===== src/rtl/apb_gpio_expander.sv =====
// APB4 GPIO expander: GPIO_WIDTH pins with output/enable control, synchronised inputs,
// atomic set/clear/toggle and per-pin edge/level interrupts summarised onto IRQ.
module apb_gpio_expander #(
    parameter int GPIO_WIDTH  = 32,
    parameter int SYNC_STAGES = 2
) (
    input  logic                  FCLK,
    input  logic                  SYSRESET,
    input  logic                  PSEL,
    input  logic                  PENABLE,
    input  logic                  PWRITE,
    input  logic [11:0]           PADDR,
    input  logic [31:0]           PWDATA,
    input  logic [3:0]            PSTRB,
    input  logic [2:0]            PPROT,
    output logic [31:0]           PRDATA,
    output logic                  PREADY,
    output logic                  PSLVERR,
    input  logic [GPIO_WIDTH-1:0] GPIO_IN,
    output logic [GPIO_WIDTH-1:0] GPIO_OUT,
    output logic [GPIO_WIDTH-1:0] GPIO_OEN,
    output logic [GPIO_WIDTH-1:0] IRQ_VEC,
    output logic                  IRQ
);
    localparam int W = GPIO_WIDTH;

    localparam logic [9:0] IDX_DATA_IN  = 10'd0;
    localparam logic [9:0] IDX_DATA_OUT = 10'd1;
    localparam logic [9:0] IDX_OUT_EN   = 10'd2;
    localparam logic [9:0] IDX_INT_EN   = 10'd3;
    localparam logic [9:0] IDX_INT_TYPE = 10'd4;
    localparam logic [9:0] IDX_INT_POL  = 10'd5;
    localparam logic [9:0] IDX_INT_STS  = 10'd6;
    localparam logic [9:0] IDX_OUT_SET  = 10'd7;
    localparam logic [9:0] IDX_OUT_CLR  = 10'd8;
    localparam logic [9:0] IDX_OUT_TGL  = 10'd9;

    logic [W-1:0]  sync_q [SYNC_STAGES];
    logic [W-1:0]  sync_d [SYNC_STAGES];
    logic [W-1:0]  prev_q, prev_d;
    logic [W-1:0]  data_out_q, data_out_d;
    logic [W-1:0]  out_en_q, out_en_d;
    logic [W-1:0]  int_en_q, int_en_d;
    logic [W-1:0]  int_type_q, int_type_d;
    logic [W-1:0]  int_pol_q, int_pol_d;
    logic [W-1:0]  int_sts_q, int_sts_d;
    logic [W-1:0]  irq_vec_q, irq_vec_d;
    logic          irq_q, irq_d;
    logic [31:0]   prdata_q, prdata_d;
    logic          pslverr_q, pslverr_d;

    logic [9:0]    idx;
    logic          err;
    logic          acc_wr;
    logic          setup_rd;
    logic [31:0]   strb_mask;
    logic [W-1:0]  wdat;
    logic [W-1:0]  sync_in;
    logic [W-1:0]  pol_match;
    logic [W-1:0]  edge_ev;
    logic [W-1:0]  w1c;
    logic [W-1:0]  rd_val;
    logic          unused_ok;

    assign unused_ok = ^{PPROT, PADDR[1:0], PWDATA, strb_mask};

    assign idx       = PADDR[11:2];
    // Reads of the write-only atomic registers, writes to DATA_IN and anything past 0x24 are errors.
    assign err       = PWRITE ? ((idx > IDX_OUT_TGL) || (idx == IDX_DATA_IN))
                              : (idx > IDX_INT_STS);
    assign acc_wr    = PSEL & PENABLE & PWRITE & ~err;
    assign setup_rd  = PSEL & ~PENABLE & ~PWRITE;
    assign strb_mask = {{8{PSTRB[3]}}, {8{PSTRB[2]}}, {8{PSTRB[1]}}, {8{PSTRB[0]}}};
    assign wdat      = PWDATA[W-1:0] & strb_mask[W-1:0];

    assign sync_in   = sync_q[SYNC_STAGES-1];
    assign pol_match = ~(sync_in ^ int_pol_q);
    assign edge_ev   = (sync_in ^ prev_q) & pol_match & int_en_q;
    assign w1c       = (acc_wr && idx == IDX_INT_STS) ? wdat : '0;

    always_comb begin
        sync_d[0] = GPIO_IN;
        for (int i = 1; i < SYNC_STAGES; i++) begin
            sync_d[i] = sync_q[i-1];
        end
        prev_d = sync_in;
    end

    always_comb begin
        data_out_d = data_out_q;
        out_en_d   = out_en_q;
        int_en_d   = int_en_q;
        int_type_d = int_type_q;
        int_pol_d  = int_pol_q;
        if (acc_wr) begin
            unique case (idx)
                IDX_DATA_OUT: data_out_d = (data_out_q & ~strb_mask[W-1:0]) | wdat;
                IDX_OUT_EN:   out_en_d   = (out_en_q   & ~strb_mask[W-1:0]) | wdat;
                IDX_INT_EN:   int_en_d   = (int_en_q   & ~strb_mask[W-1:0]) | wdat;
                IDX_INT_TYPE: int_type_d = (int_type_q & ~strb_mask[W-1:0]) | wdat;
                IDX_INT_POL:  int_pol_d  = (int_pol_q  & ~strb_mask[W-1:0]) | wdat;
                IDX_OUT_SET:  data_out_d = data_out_q | wdat;
                IDX_OUT_CLR:  data_out_d = data_out_q & ~wdat;
                IDX_OUT_TGL:  data_out_d = data_out_q ^ wdat;
                default:      ;
            endcase
        end
    end

    // Edge pins: a new event wins over a same-cycle W1C. Level pins just track the pin.
    always_comb begin
        int_sts_d = (int_type_q & ((int_sts_q & ~w1c) | edge_ev))
                  | (~int_type_q & pol_match & int_en_q);
        irq_vec_d = int_sts_q;
        irq_d     = |int_sts_q;
    end

    always_comb begin
        rd_val = '0;
        unique case (idx)
            IDX_DATA_IN:  rd_val = sync_in;
            IDX_DATA_OUT: rd_val = data_out_q;
            IDX_OUT_EN:   rd_val = out_en_q;
            IDX_INT_EN:   rd_val = int_en_q;
            IDX_INT_TYPE: rd_val = int_type_q;
            IDX_INT_POL:  rd_val = int_pol_q;
            IDX_INT_STS:  rd_val = int_sts_q;
            default:      rd_val = '0;
        endcase
        // Captured in the setup phase, so it holds through the access phase and drops afterwards.
        prdata_d = '0;
        if (setup_rd && !err) begin
            prdata_d[W-1:0] = rd_val;
        end
        pslverr_d = PSEL & ~PENABLE & err;
    end

    always_ff @(posedge FCLK) begin
        if (SYSRESET) begin
            for (int i = 0; i < SYNC_STAGES; i++) begin
                sync_q[i] <= '0;
            end
            prev_q     <= '0;
            data_out_q <= '0;
            out_en_q   <= '0;
            int_en_q   <= '0;
            int_type_q <= '0;
            int_pol_q  <= '0;
            int_sts_q  <= '0;
            irq_vec_q  <= '0;
            irq_q      <= 1'b0;
            prdata_q   <= '0;
            pslverr_q  <= 1'b0;
        end else begin
            for (int i = 0; i < SYNC_STAGES; i++) begin
                sync_q[i] <= sync_d[i];
            end
            prev_q     <= prev_d;
            data_out_q <= data_out_d;
            out_en_q   <= out_en_d;
            int_en_q   <= int_en_d;
            int_type_q <= int_type_d;
            int_pol_q  <= int_pol_d;
            int_sts_q  <= int_sts_d;
            irq_vec_q  <= irq_vec_d;
            irq_q      <= irq_d;
            prdata_q   <= prdata_d;
            pslverr_q  <= pslverr_d;
        end
    end

    assign PRDATA   = prdata_q;
    assign PSLVERR  = pslverr_q;
    assign PREADY   = 1'b1;
    assign GPIO_OUT = data_out_q;
    assign GPIO_OEN = out_en_q;
    assign IRQ_VEC  = irq_vec_q;
    assign IRQ      = irq_q;

endmodule


===== config.mk =====
export PLATFORM = sky130hd
export DESIGN_NAME = apb_gpio_expander
export DESIGN_NICKNAME = d
export VERILOG_FILES = /design/src/rtl/apb_gpio_expander.sv
export SDC_FILE = /design/constraint.sdc
export NUM_CORES = 1
export LEC_CHECK = 0
export ABC_AREA = 0
export ABC_CLOCK_PERIOD_IN_PS = 3600
export BUFFER_PORTS_ARGS = -buffer_cell sky130_fd_sc_hd__buf_2
export CAP_MARGIN = 25
export CORE_AREA = 2 2 189 191
export CTS_CLUSTER_SIZE = 20
export DETAILED_ROUTE_END_ITERATION = 7
export DIE_AREA = 0 0 191 193
export PLACE_DENSITY = 0.67
export RECOVER_POWER = 25
export SLEW_MARGIN = 10
export SYNTH_ARGS = -nofsm -noshare
export SYNTH_HDL_FRONTEND = slang
export SYNTH_SLANG_ARGS = --single-unit

===== constraint.sdc =====
create_clock -name FCLK -period 3.6 [get_ports FCLK]
set_clock_uncertainty 0.05 [all_clocks]
set_input_delay 0.72 -clock FCLK [delete_from_list [all_inputs] [get_ports FCLK]]
set_output_delay 0.72 -clock FCLK [all_outputs]
set_load 0.01 [all_outputs]

# [Word-level counts from Yosys, hierarchy flattened]
# Memory sizes are Yosys's and may differ from the RTL's.
# Index checks and enable logic that the tools add are counted.
[classes] n_reduce_logical=13 n_lt_le_gt_ge=2 n_bitwise=41 eq_ne=9 n_mux=9
[ops] op="AND 32 bit" count=13
[ops] op="bitwise OR 32 bit" count=8
[ops] op="case mux 32 bit (7 select lines)" count=1
[ops] op="inverter 32 bit" count=5
[ops] op="case mux 32 bit (4 select lines)" count=1
[ops] op="two-way mux 32 bit" count=3
[ops] op="bitwise XOR 32 bit" count=3
[ops] op="equality test 10 x 3 -> 1 bit, second input constant" count=4
[ops] op="OR reduction 32 bit" count=1
[ops] op="equality test 10 x 2 -> 1 bit, second input constant" count=2
[ops] op="equality test 10 x 4 -> 1 bit, second input constant" count=2
[ops] op="equality test 10 x 1 -> 1 bit, second input constant" count=1
[ops] op="> comparator 10 x 3 -> 1 bit, second input constant" count=1
[ops] op="> comparator 10 x 4 -> 1 bit, second input constant" count=1
[ops] op="zero test 10 bit" count=1
[ops] op="AND reduction 2 bit" count=5
[ops] op="AND 1 bit" count=6
[ops] op="two-way mux 1 bit" count=4
[ops] op="inverter 1 bit" count=4
[ops] op="nonzero test 4 bit" count=1
[ops] op="logical AND 1 bit" count=2
[ops] op="bitwise OR 1 bit" count=2
[ops] op="OR reduction 2 bit" count=1
[ops] op="zero test 1 bit" count=1
[ops] op="logical OR 1 bit" count=1
[totals] n_memories=1 elab_cells=86 ram_bits=64 regBits=290 output_inout_bits=131
[memory_table] memory="sync_q" words=2 word_bits=32 rd=2 rd_ports_with_merged_regs=0 wr=2 line="38" rtl="logic [W-1:0] sync_q [SYNC_STAGES];"

# [Longest topological paths before layout]
# Gate-level depths: netlist of run 1.
[depth] ltp_word=12 depth_mapped=8 mapped_depth_nobuf=6

# [Worst setup path before layout of run 1]
# Ideal clock, no wire load.
[synth_path] kind="in2reg" start="input port PADDR[6]" end="register prdata_q[14] (netlist: PRDATA[14])" n_path_buf=4 required_time_ns=3.485 setup_slack_ns=0.784 arrival_ns=2.701 stages=8 setup_ns=0.065 cell_sequence="or4_1 buf_2 or3_1 buf_2 or4_1 buf_6 buf_2 nor2_1"
[synth_between] elab_chain_cells=7 word_cells_on_any_way=16 cone_classes="order compare (2); eq/ne (6); mux (2); bitwise (1); reduce/logical (5)"
[synth_rtl] item="start, declared" line="12" rtl="input logic [11:0] PADDR,"
[synth_rtl] item="> comparator 10 x 4 -> 1 bit or zero test 10 bit (tied branches)" line="69, 120"
[synth_rtl] item="logical OR 1 bit" line="69" rtl="assign err = PWRITE ? ((idx > IDX_OUT_TGL) || (idx == IDX_DATA_IN))"
[synth_rtl] item="two-way mux 1 bit" line="69"
[synth_rtl] item="zero test 1 bit" line="132" rtl="if (setup_rd && !err) begin"
[synth_rtl] item="logical AND 1 bit" line="132"
[synth_rtl] item="inverter 1 bit (no source line)"
[synth_rtl] item="OR reduction 2 bit (no source line)"
[synth_rtl] item="end signal, assigned" line="167" rtl="prdata_q <= prdata_d;"
[synth_rtl] item="end, declared" line="49" rtl="logic [31:0] prdata_q, prdata_d;"
# Several ways; a longest one is shown, not always the timed one.
# A chain may end at the register's enable or synchronous reset.

==> results of run 1 <==
[where the power goes]
part | switching, mW | leakage [nW] | internal [mW]
logic | 0.339 | 3.70 | 0.161
registers | 0.0256 | 2.87 | 3.96
clock network | 1.58 | 0.612 | 2.32
total | 1.94 | 7.18 | 6.44
[worst max-delay path by stage]
stage                                to  slack, ps  cells after the start
2_1_floorplan     PRDATA[14]$_SDFF_PP0_        780                      8
3_5_place_dp      PRDATA[29]$_SDFF_PP0_        540                      6
3_3_place_gp      PRDATA[29]$_SDFF_PP0_        620                      6
4_1_cts           PRDATA[29]$_SDFF_PP0_       1080                      6
5_1_grt        int_sts_q[15]$_SDFF_PP0_        760                      5
6_report       int_sts_q[16]$_SDFF_PP0_        910                      5
[worst reg2reg max path, stage by stage, from the launching register on]
cell and delay, ps:
dfxtp_1 380, nor4_1 780, nand4_1 170, nor2_1 280, nor2_1 80
[Yosys cell counts (all sizes together), types with 3 or more instances]
library cell  number  area [um^2]
o2bb2ai           13          114
o31ai              5         37.5
o211ai            48          360
a31oi             38          238
o41ai             17          149
a222oi            10          100
buf               17         96.3
or3b               8         70.1
nor2              86          323
and3               9         56.3
a22oi             20          150
o221ai            15          131
mux2i             55          551
nor2b            150          938
nand3b             7         52.6
a21oi            156          781
a311oi            15          131
a221oi            23          201
nor3              22          110
a22o               8         70.1
dfxtp            354         7090
o21ai             35          175
mux2              11          124
nor4bb             3         30.0
ha                32          400
a211o              7         61.3
o311ai            17          149
and4               4         35.0
clkbuf           122          458
or2                3         18.8
mux4              10          225
inv               17         63.8
nor4              10         62.6
nand4             23          144
nand2            200          751
nand3            121          606
xnor2             24          210
[logic make-up (layout without fill, tap and decap cells)]
kind of cell	count (synthesis)	count (layout)	synth area share (%)
AO/OA/AOI/OAI	434	434	18.9
buffers and inverters	156	363	4.01
adder cells (fa/ha/maj)	32	32	2.60
AND/OR/NAND/NOR	658	658	21.4
XOR/XNOR	24	24	1.36
flip-flops	354	354	46.0
multiplexers	76	76	5.83
other	1	6	0.0243
[through the flow]
stage	setup WS, ps	cells
5_1_grt	756	2406
3_5_place_dp	541	2338
3_3_place_gp	616	2337
6_report	911	2408
4_1_cts	1080	2403
2_1_floorplan	784	1735
[cell type report]
class | count | area [um^2]
clock inverters | 15 | 163
clock buffers | 50 | 1080
diodes | 5 | 12.5
multi-input cells | 1225 | 7750
flip-flops and latches | 354 | 7090
well taps | 461 | 577
repair buffers | 281 | 1610
fillers | 3241 | 16600
inverters | 17 | 63.8
[metal layers]
layer  GRT usage (%)  up-vias  wire, um
li1                -     6670         -
met1            37.2     7008     21600
met2            44.1      854     24000
met3            6.01      150      5580
met4            13.5        0      2260
met5               0        -         0
==> metrics.yaml, run 1 <==
fmax_mhz: 372
post-route-drc-count: 0
hold_viol: 0
max_cap_viol_count: 0
slew_headroom_pct: -1.30
numPortBuffers: 212
cts-resized-gates: 0
finalCoreUtilization_pct: 52.5
drv_slew: 102
grt_use_total_pct: 28.2
layout_commonest_cell: "dfxtp_1"
grt_max_degree: 130
holdBufCountCts: 0
fp-row-count: 69
cp.arrival_ps: 3050
cp_num_buf_inv: 2
synth_edf_count: 0
crit_chain: "buf_8 > clkbuf_1 > nor2b_1 > o211ai_1 > o21ai_0"
grt_pass1_wl_mm: 80.2
syn_area_um2: 15400
hold_ws_ps: 351
setup_viol: 0
die-width_um: 191
r2r-start: "int_sts_q[25]$_SDFF_PP0_"
drt_iter0_drc: 1774
setup_tns_ps: 0
final_cell_mix: "354 x dfxtp_1, 210 x buf_2, 200 x nand2_1, 156 x a21oi_1, 150 x nor2b_1"
end_kind: "register"
core_um2: 35000
cts_tree: "built"
power_density_nw_per_um2: 457
dieArea_um2: 36900
cts_setup_buffers: 0
min_path_cells: 2
final_layout_size_suffix_gt1_share_pct: 19.5
grt_overflow: 0
wire_per_inst_um: 22.2
power_mw: 8.38
grt_pass1_vias: 13600
root_buffer: "clkbuf_16"
synth-seq-cells: 354
cellLeakagePower_nw: 7.18
h-tree-depth: 2
finalNetCount: 2036
pin_count: 219
place_congestion: 0.908
min_to: "sync_q[0][18]$_SDFF_PP0_"
clk_path_buf_depth: 3
async_flop_share_pct: 0
reg2reg_depth: 4
cts_sinks: 354
violations: "max-slew violations"
cts_buffers: 37
area_delta_synth_final_pct: 19.0
outcome: "complete, but fails checks"
critPathKind: "input pin to register"
wl_mm: 53.5
vdd_drop_max_uv: 311
antenna_found_initial: 3
worstSkewPairLatency_ps: 530
rsz0062_at_grt: "false"
ant_nets: 0
finalCritPeriodShare_pct: 74.7
placed_cell_area_um2: 17100
vias_per_cell: 6.10
route.vias.total: 14700
syn-instance-count: 1735
syn_nets: 1855
synth_cell_type_count: 56
clk_pin_slew_ps: 60
die_height_um: 193
crit_path_max_fanout: 111
cp-startpoint: "SYSRESET"
r2r_end: "IRQ$_SDFF_PP0_"
crit_slowest_cell: "clkbuf_1"
design_area_um2: 18300
critical-path-top-delay-family: "buffers and inverters"
yosys_warnings: 0
firstDrtPassIters: 7
regToRegSetupSlack_ps: 1720
cpPeakStageDelay_ps: 1130
hold_class: "input pin to register"
ys_seq_area_share_pct: 46.0
tightest_slew_ps: 1520
dp_hpwl_mm: 35.0
initial_utilization_pct: 44.1
startpoint_type: "input pin"
synthFlopType: "dfxtp_1"
hold_start: "GPIO_IN[18]"
syn_area_per_cell_um2: 8.89
cp_data_required_time_ps: 3960
fin_crit_ps: 2690
Note: power is estimated with default switching activity, not from simulation.
==> inputs of run 2 (changes only) <==
--- a/config.mk
+++ b/config.mk
@@ -5,15 +5,15 @@
 export SDC_FILE = /design/constraint.sdc
 export NUM_CORES = 1
 export LEC_CHECK = 0
-export ABC_AREA = 0
-export ABC_CLOCK_PERIOD_IN_PS = 3600
+export ABC_AREA = 1
+export ABC_CLOCK_PERIOD_IN_PS = 2400
 export BUFFER_PORTS_ARGS = -buffer_cell sky130_fd_sc_hd__buf_2
 export CAP_MARGIN = 25
-export CORE_AREA = 2 2 189 191
+export CORE_AREA = 2 2 195 197
 export CTS_CLUSTER_SIZE = 20
 export DETAILED_ROUTE_END_ITERATION = 7
-export DIE_AREA = 0 0 191 193
-export PLACE_DENSITY = 0.67
+export DIE_AREA = 0 0 197 199
+export PLACE_DENSITY = 0.7
 export RECOVER_POWER = 25
 export SLEW_MARGIN = 10
 export SYNTH_ARGS = -nofsm -noshare
==> constraint.sdc (replaced) <==
create_clock -name FCLK -period 2.4 [get_ports FCLK]
set_clock_uncertainty 0.05 [all_clocks]
set_input_delay 0.48 -clock FCLK [delete_from_list [all_inputs] [get_ports FCLK]]
set_output_delay 0.48 -clock FCLK [all_outputs]
set_load 0.01 [all_outputs]
==> run 2 against run 1 <==
The flow now finishes without violations. Power up 56%. Die area increased by 6.3%. Non-clock buffer count down 8. Cell count is 26% higher. Synthesized cell count is 35% higher. Register-to-register slack got worse by 950 ps. Design area is 7.7% higher. Sequential cell count unchanged. Global-route usage fell by 2.1 points. Critical path type unchanged. Highest routed layer is now met5.
==> metrics.yaml, run 2 <==
yosysTopAreaCell: "dfxtp_1"
area_delta_synth_final_pct: 19.4
setup_tns_ps: 0
drt_iter0_drc: 1472
cellLeakagePower_nw: 9.33
outcome: "complete, no violations"
final_cell_mix: "491 x inv_1, 354 x dfxtp_1, 329 x nor2_1, 322 x nand2_1"
yosysMostFrequentCell: "inv_1"
die-width_um: 197
hold_viol: 0
tightest_slew_ps: 1070
synth-seq-cells: 354
worstSkewPairLatency_ps: 550
power_mw: 13.0
design_area_um2: 19800
slew_headroom_pct: 28.6
holdBufCountCts: 0
route.vias.total: 16000
syn_area_um2: 16500
wl_mm: 51.7
h-tree-depth: 2
fp-row-count: 71
ys_seq_area_share_pct: 42.8
reg2reg_depth: 5
end_kind: "register"
cp_data_required_time_ps: 2800
finalCritPeriodShare_pct: 87.7
hold_start: "GPIO_IN[26]"
pin_count: 219
post-route-drc-count: 0
vdd_drop_max_uv: 470
instances_no_fill: 3038
core_um2: 37100
syn_nets: 2455
startpoint_type: "input pin"
numPortBuffers: 212
grt_use_total_pct: 26.1
antenna_found_initial: 5
synth_area_leaders: "dfxtp_1 43%, inv_1 11%, nor2_1 7.5%"
cts_buffers: 39
rsz0062_at_grt: "false"
cp.arrival_ps: 2500
syn_area_per_cell_um2: 7.09
initial_utilization_pct: 44.6
root_buffer: "clkbuf_16"
grt_pass1_vias: 15400
syn-instance-count: 2335
synth_cell_type_count: 32
hold_class: "input pin to register"
synth_edf_count: 0
setup_viol: 0
regToRegSetupSlack_ps: 770
clk_path_buf_depth: 3
placed_cells: 2964
dieArea_um2: 39200
fin_crit_ps: 2110
synthTopCellsByCount: "491 x inv_1, 354 x dfxtp_1, 330 x nor2_1"
vias_per_cell: 5.28
yosys_warnings: 0
ant_nets: 0
cts_tree: "built"
dp_hpwl_mm: 34.8
fmax_mhz: 475
cts_sinks: 354
layout_commonest_cell: "inv_1"
finalNetCount: 2651
critPathKind: "input pin to register"
crit_path_max_fanout: 95
min_path_cells: 3
drv_slew: 0
placed_cell_area_um2: 18400
grt_max_degree: 96
final_layout_size_suffix_gt1_share_pct: 14.7
synthFlopType: "dfxtp_1"
place_congestion: 0.900
power_density_nw_per_um2: 660
min_to: "sync_q[0][26]$_SDFF_PP0_"
yosysTopAreaCellShare_pct: 42.8
grt_pass1_wl_mm: 80.3
async_flop_share_pct: 0
cts_setup_buffers: 0
r2r_end: "IRQ$_SDFF_PP0_"
wire_per_inst_um: 17.0
finalCoreUtilization_pct: 53.2
r2r-start: "int_sts_q[15]$_SDFF_PP0_"
firstDrtPassIters: 6
clk_pin_slew_ps: 60
die_height_um: 199
max_cap_viol_count: 0
cts-resized-gates: 0
grt_overflow: 0
-- run 2: per-stage QoR --
stage / setup WS, ps / hold slack, ps
2_1_floorplan: 367 / 338
3_3_place_gp: -39.9 / 339
3_5_place_dp: -80.7 / 345
4_1_cts: 489 / 54.3
5_1_grt: 222 / 73.1
6_report: 295 / 78.8
-- run 2: worst max-delay path by stage --
| stage | start | end | slack, ps | cells after the start |
|---|---|---|---|---|
| final | SYSRESET | register | 290 | 4 |
| after global routing | SYSRESET | register | 220 | 4 |
| after CTS | PADDR[8] | register | 490 | 12 |
| after detailed placement | PADDR[8] | register | -80 | 12 |
| after global placement | PADDR[8] | register | -40 | 12 |
| after floorplan | PADDR[8] | register | 370 | 12 |
-- run 2: layer usage --
| layer | track usage (%) | vias up | share of wire [%] |
|---|---|---|---|
| met3 | 5.29 | 160 | 8.6 |
| met4 | 14.2 | 2 | 4.6 |
| met2 | 41.9 | 719 | 45 |
| li1 | - | 7751 | - |
| met5 | 0 | - | 0.017 |
| met1 | 32.9 | 7398 | 41 |
-- run 2: power by group --
| part | switching (mW) | total (mW) | internal (mW) |
|---|---|---|---|
| Clock | 2.49 | 6.49 | 4.01 |
| Combinational | 0.380 | 0.578 | 0.198 |
| Sequential | 0.0274 | 5.97 | 5.94 |
| Total | 2.89 | 13.0 | 10.1 |
-- run 2: logic make-up after synthesis --
| kind of cell | share of synthesized area [%] |
|---|---|
| fa+ha+maj | 2.42 |
| other cells | 0.0227 |
| compound gates | 19.9 |
| flops | 42.8 |
| buf+inv | 14.6 |
| simple gates | 20.2 |
-- run 2: cell type report --
class | instances | area, um^2
diodes | 4 | 10.0
fillers | 3577 | 17400
multi-input cells | 1364 | 7090
repair buffers | 273 | 1700
well taps | 474 | 593
inverters | 499 | 1870
clock inverters | 18 | 250
clock buffers | 52 | 1150
flip-flops and latches | 354 | 7090
-- run 2: critical path: stages --
cell and delay (ps):
clkbuf_1 650, clkbuf_4 950, o21bai_1 240, nor2_1 50
==> inputs of run 3 (changes only) <==
--- a/config.mk
+++ b/config.mk
@@ -9,13 +9,14 @@
 export ABC_CLOCK_PERIOD_IN_PS = 2400
 export BUFFER_PORTS_ARGS = -buffer_cell sky130_fd_sc_hd__buf_2
 export CAP_MARGIN = 25
-export CORE_AREA = 2 2 195 197
+export CORE_AREA = 2 2 261 263
 export CTS_CLUSTER_SIZE = 20
 export DETAILED_ROUTE_END_ITERATION = 7
-export DIE_AREA = 0 0 197 199
-export PLACE_DENSITY = 0.7
+export DIE_AREA = 0 0 263 265
+export PLACE_DENSITY = 0.45
 export RECOVER_POWER = 25
 export SLEW_MARGIN = 10
 export SYNTH_ARGS = -nofsm -noshare
 export SYNTH_HDL_FRONTEND = slang
 export SYNTH_SLANG_ARGS = --single-unit
+export TNS_END_PERCENT = 30
==> run 3 against run 2 <==
Worst setup slack gained 270 ps. Register-to-register slack lost 210 ps. First-iteration DRC count shrank 29%. Wire length grew 18%. Sequential cell count is the same. Clock-buffer cell count grew 10. Clock power grew 13%. Critical path type is now register to register. Largest power group unchanged. Highest routed layer unchanged.
==> metrics.yaml, run 3 (same netlist as run 2, synthesis figures left out) <==
critPathKind: "register to register"
root_buffer: "clkbuf_16"
num-fill-cells: 7236
drv_slew: 0
grt_overflow: 0
fin_crit_ps: 1840
cpPeakStageDelay_ps: 430
layout_setup_ws_ps: 563
r2r-start: "int_sts_q[31]$_SDFF_PP0_"
power_density_nw_per_um2: 665
grt_max_degree: 105
cts_setup_buffers: 0
regToRegSetupSlack_ps: 560
regArea_um2: 7090
cts_buffers: 45
fmax_mhz: 544
cts_tree: "built"
grt_pass1_vias: 15400
hold_viol: 0
antenna_found_initial: 6
r2r_end: "IRQ$_SDFF_PP0_"
crit_top_cell: "buf_4"
crit_slowest_cell: "nor4_1"
finalNetCount: 2688
vias_per_cell: 4.55
hold_ws_ps: 47.0
worstSkewPairLatency_ps: 580
fp-row-count: 95
numPortBuffers: 212
wl_mm: 60.9
ant_nets: 0
cts-resized-gates: 0
dp_slack_ps: -23.6
startpoint_type: "register"
cp_data_required_time_ps: 2820
h-tree-depth: 2
drt_iter0_drc: 1047
wire_per_inst_um: 17.5
tightest_slew_ps: 1460
die-width_um: 263
multi_input_area_um2: 7100
end_kind: "register"
rsz0062_at_grt: "false"
max_cap_viol_count: 0
final_cell_mix: "491 x inv_1, 354 x dfxtp_1, 329 x nor2_1, 321 x nand2_1"
cp.arrival_ps: 2260
route.vias.total: 15800
firstDrtPassIters: 7
place_congestion: 0.830
crit_path_end: "IRQ$_SDFF_PP0_"
grt_use_total_pct: 17.0
core_um2: 66800
dp_hpwl_mm: 42.0
clk_path_buf_depth: 3
clk_pin_slew_ps: 60
dieArea_um2: 69700
vdd_drop_max_uv: 411
setup_viol: 0
post-route-drc-count: 0
layout_commonest_cell: "inv_1"
crit_path_max_fanout: 3
cp-startpoint: "int_sts_q[31]$_SDFF_PP0_"
initial_utilization_pct: 24.8
finalCritPeriodShare_pct: 76.5
slew_headroom_pct: 2.59
area_delta_synth_final_pct: 26.0
crit_chain: "inv_1 > nand4_1 > nor4_1 > buf_4 > a21oi_1 > buf_4"
final_layout_size_suffix_gt1_share_pct: 15.9
reg2reg_depth: 6
outcome: "complete, no violations"
hold_class: "input pin to register"
die_height_um: 265
cellLeakagePower_nw: 9.66
pin_count: 219
holdBufCountCts: 0
cts_sinks: 354
grt_pass1_wl_mm: 91.2
==> run 3: cell count changes in the layout (fill, tap and decap cells not counted), sizes merged <==
cell    delta
clkinv     +1
bufinv     +1
diode      -2
clkbuf    +12
buf       +29
==> run 3: worst min-delay path by stage <==
stage,startpoint,endpoint,slack [ps],cells past startpoint
after global placement,sync_q[0][29]$_SDFF_PP0_,sync_q[0][61]$_SDFF_PP0_,350,2
after detailed placement,sync_q[0][27]$_SDFF_PP0_,sync_q[0][59]$_SDFF_PP0_,340,2
after global routing,GPIO_IN[7],sync_q[0][7]$_SDFF_PP0_,30,3
final,GPIO_IN[7],sync_q[0][7]$_SDFF_PP0_,50,3
after CTS,GPIO_IN[7],sync_q[0][7]$_SDFF_PP0_,20,3
after floorplan,sync_q[0][0]$_SDFF_PP0_,sync_q[0][32]$_SDFF_PP0_,340,2
==> run 3: metrics by stage <==
step                      util (%)  instance area [um^2]  std cells  power, mW  TNS, ps
after detailed placement      28.9                 19300       3394       6.69     -213
after CTS                     31.3                 20900       3476       14.1        0
after global routing          31.2                 20800       3477       14.4        0
after floorplan                  -                 16500       2335       6.44        0
final                         31.2                 20800       3478       13.9        0
after global placement        28.9                 19300       3394       6.68        0
==> run 3: final cells by class <==
type	instances	share of cell area, %
Clock buffer	62	6.19
Tap cell	873	5.24
Sequential cell	354	34.0
Inverter	499	8.98
Multi-Input combinational cell	1364	34.0
Timing Repair Buffer	304	10.0
Antenna cell	2	0.0240
Clock inverter	20	1.48
==> run 3: report_power, final <==
group / switching, mW / internal [mW] / total (mW) / leakage, nW
logic: 0.386 / 0.199 / 0.585 / 6.00
registers: 0.0271 / 5.94 / 5.97 / 2.87
clock network: 2.78 / 4.53 / 7.31 / 0.789
total: 3.20 / 10.7 / 13.9 / 9.66
==> run 3: routing by layer <==
layer | GRT usage, % | up-vias | part of all wire (%)
met5 | 0 | - | 0.072
met4 | 5.20 | 6 | 2.6
met3 | 3.35 | 98 | 6.5
met2 | 28.4 | 516 | 46
met1 | 22.2 | 7373 | 45
li1 | - | 7816 | -
==> run 3: worst max-delay path: cells and delay by family, from the launching register on <==
| kind | cells | cell delay [ps] |
|---|---|---|
| AO/OA/AOI/OAI | 1 | 70 |
| flip-flops | 1 | 310 |
| buffers and inverters | 3 | 580 |
| AND/OR/NAND/NOR | 2 | 730 |
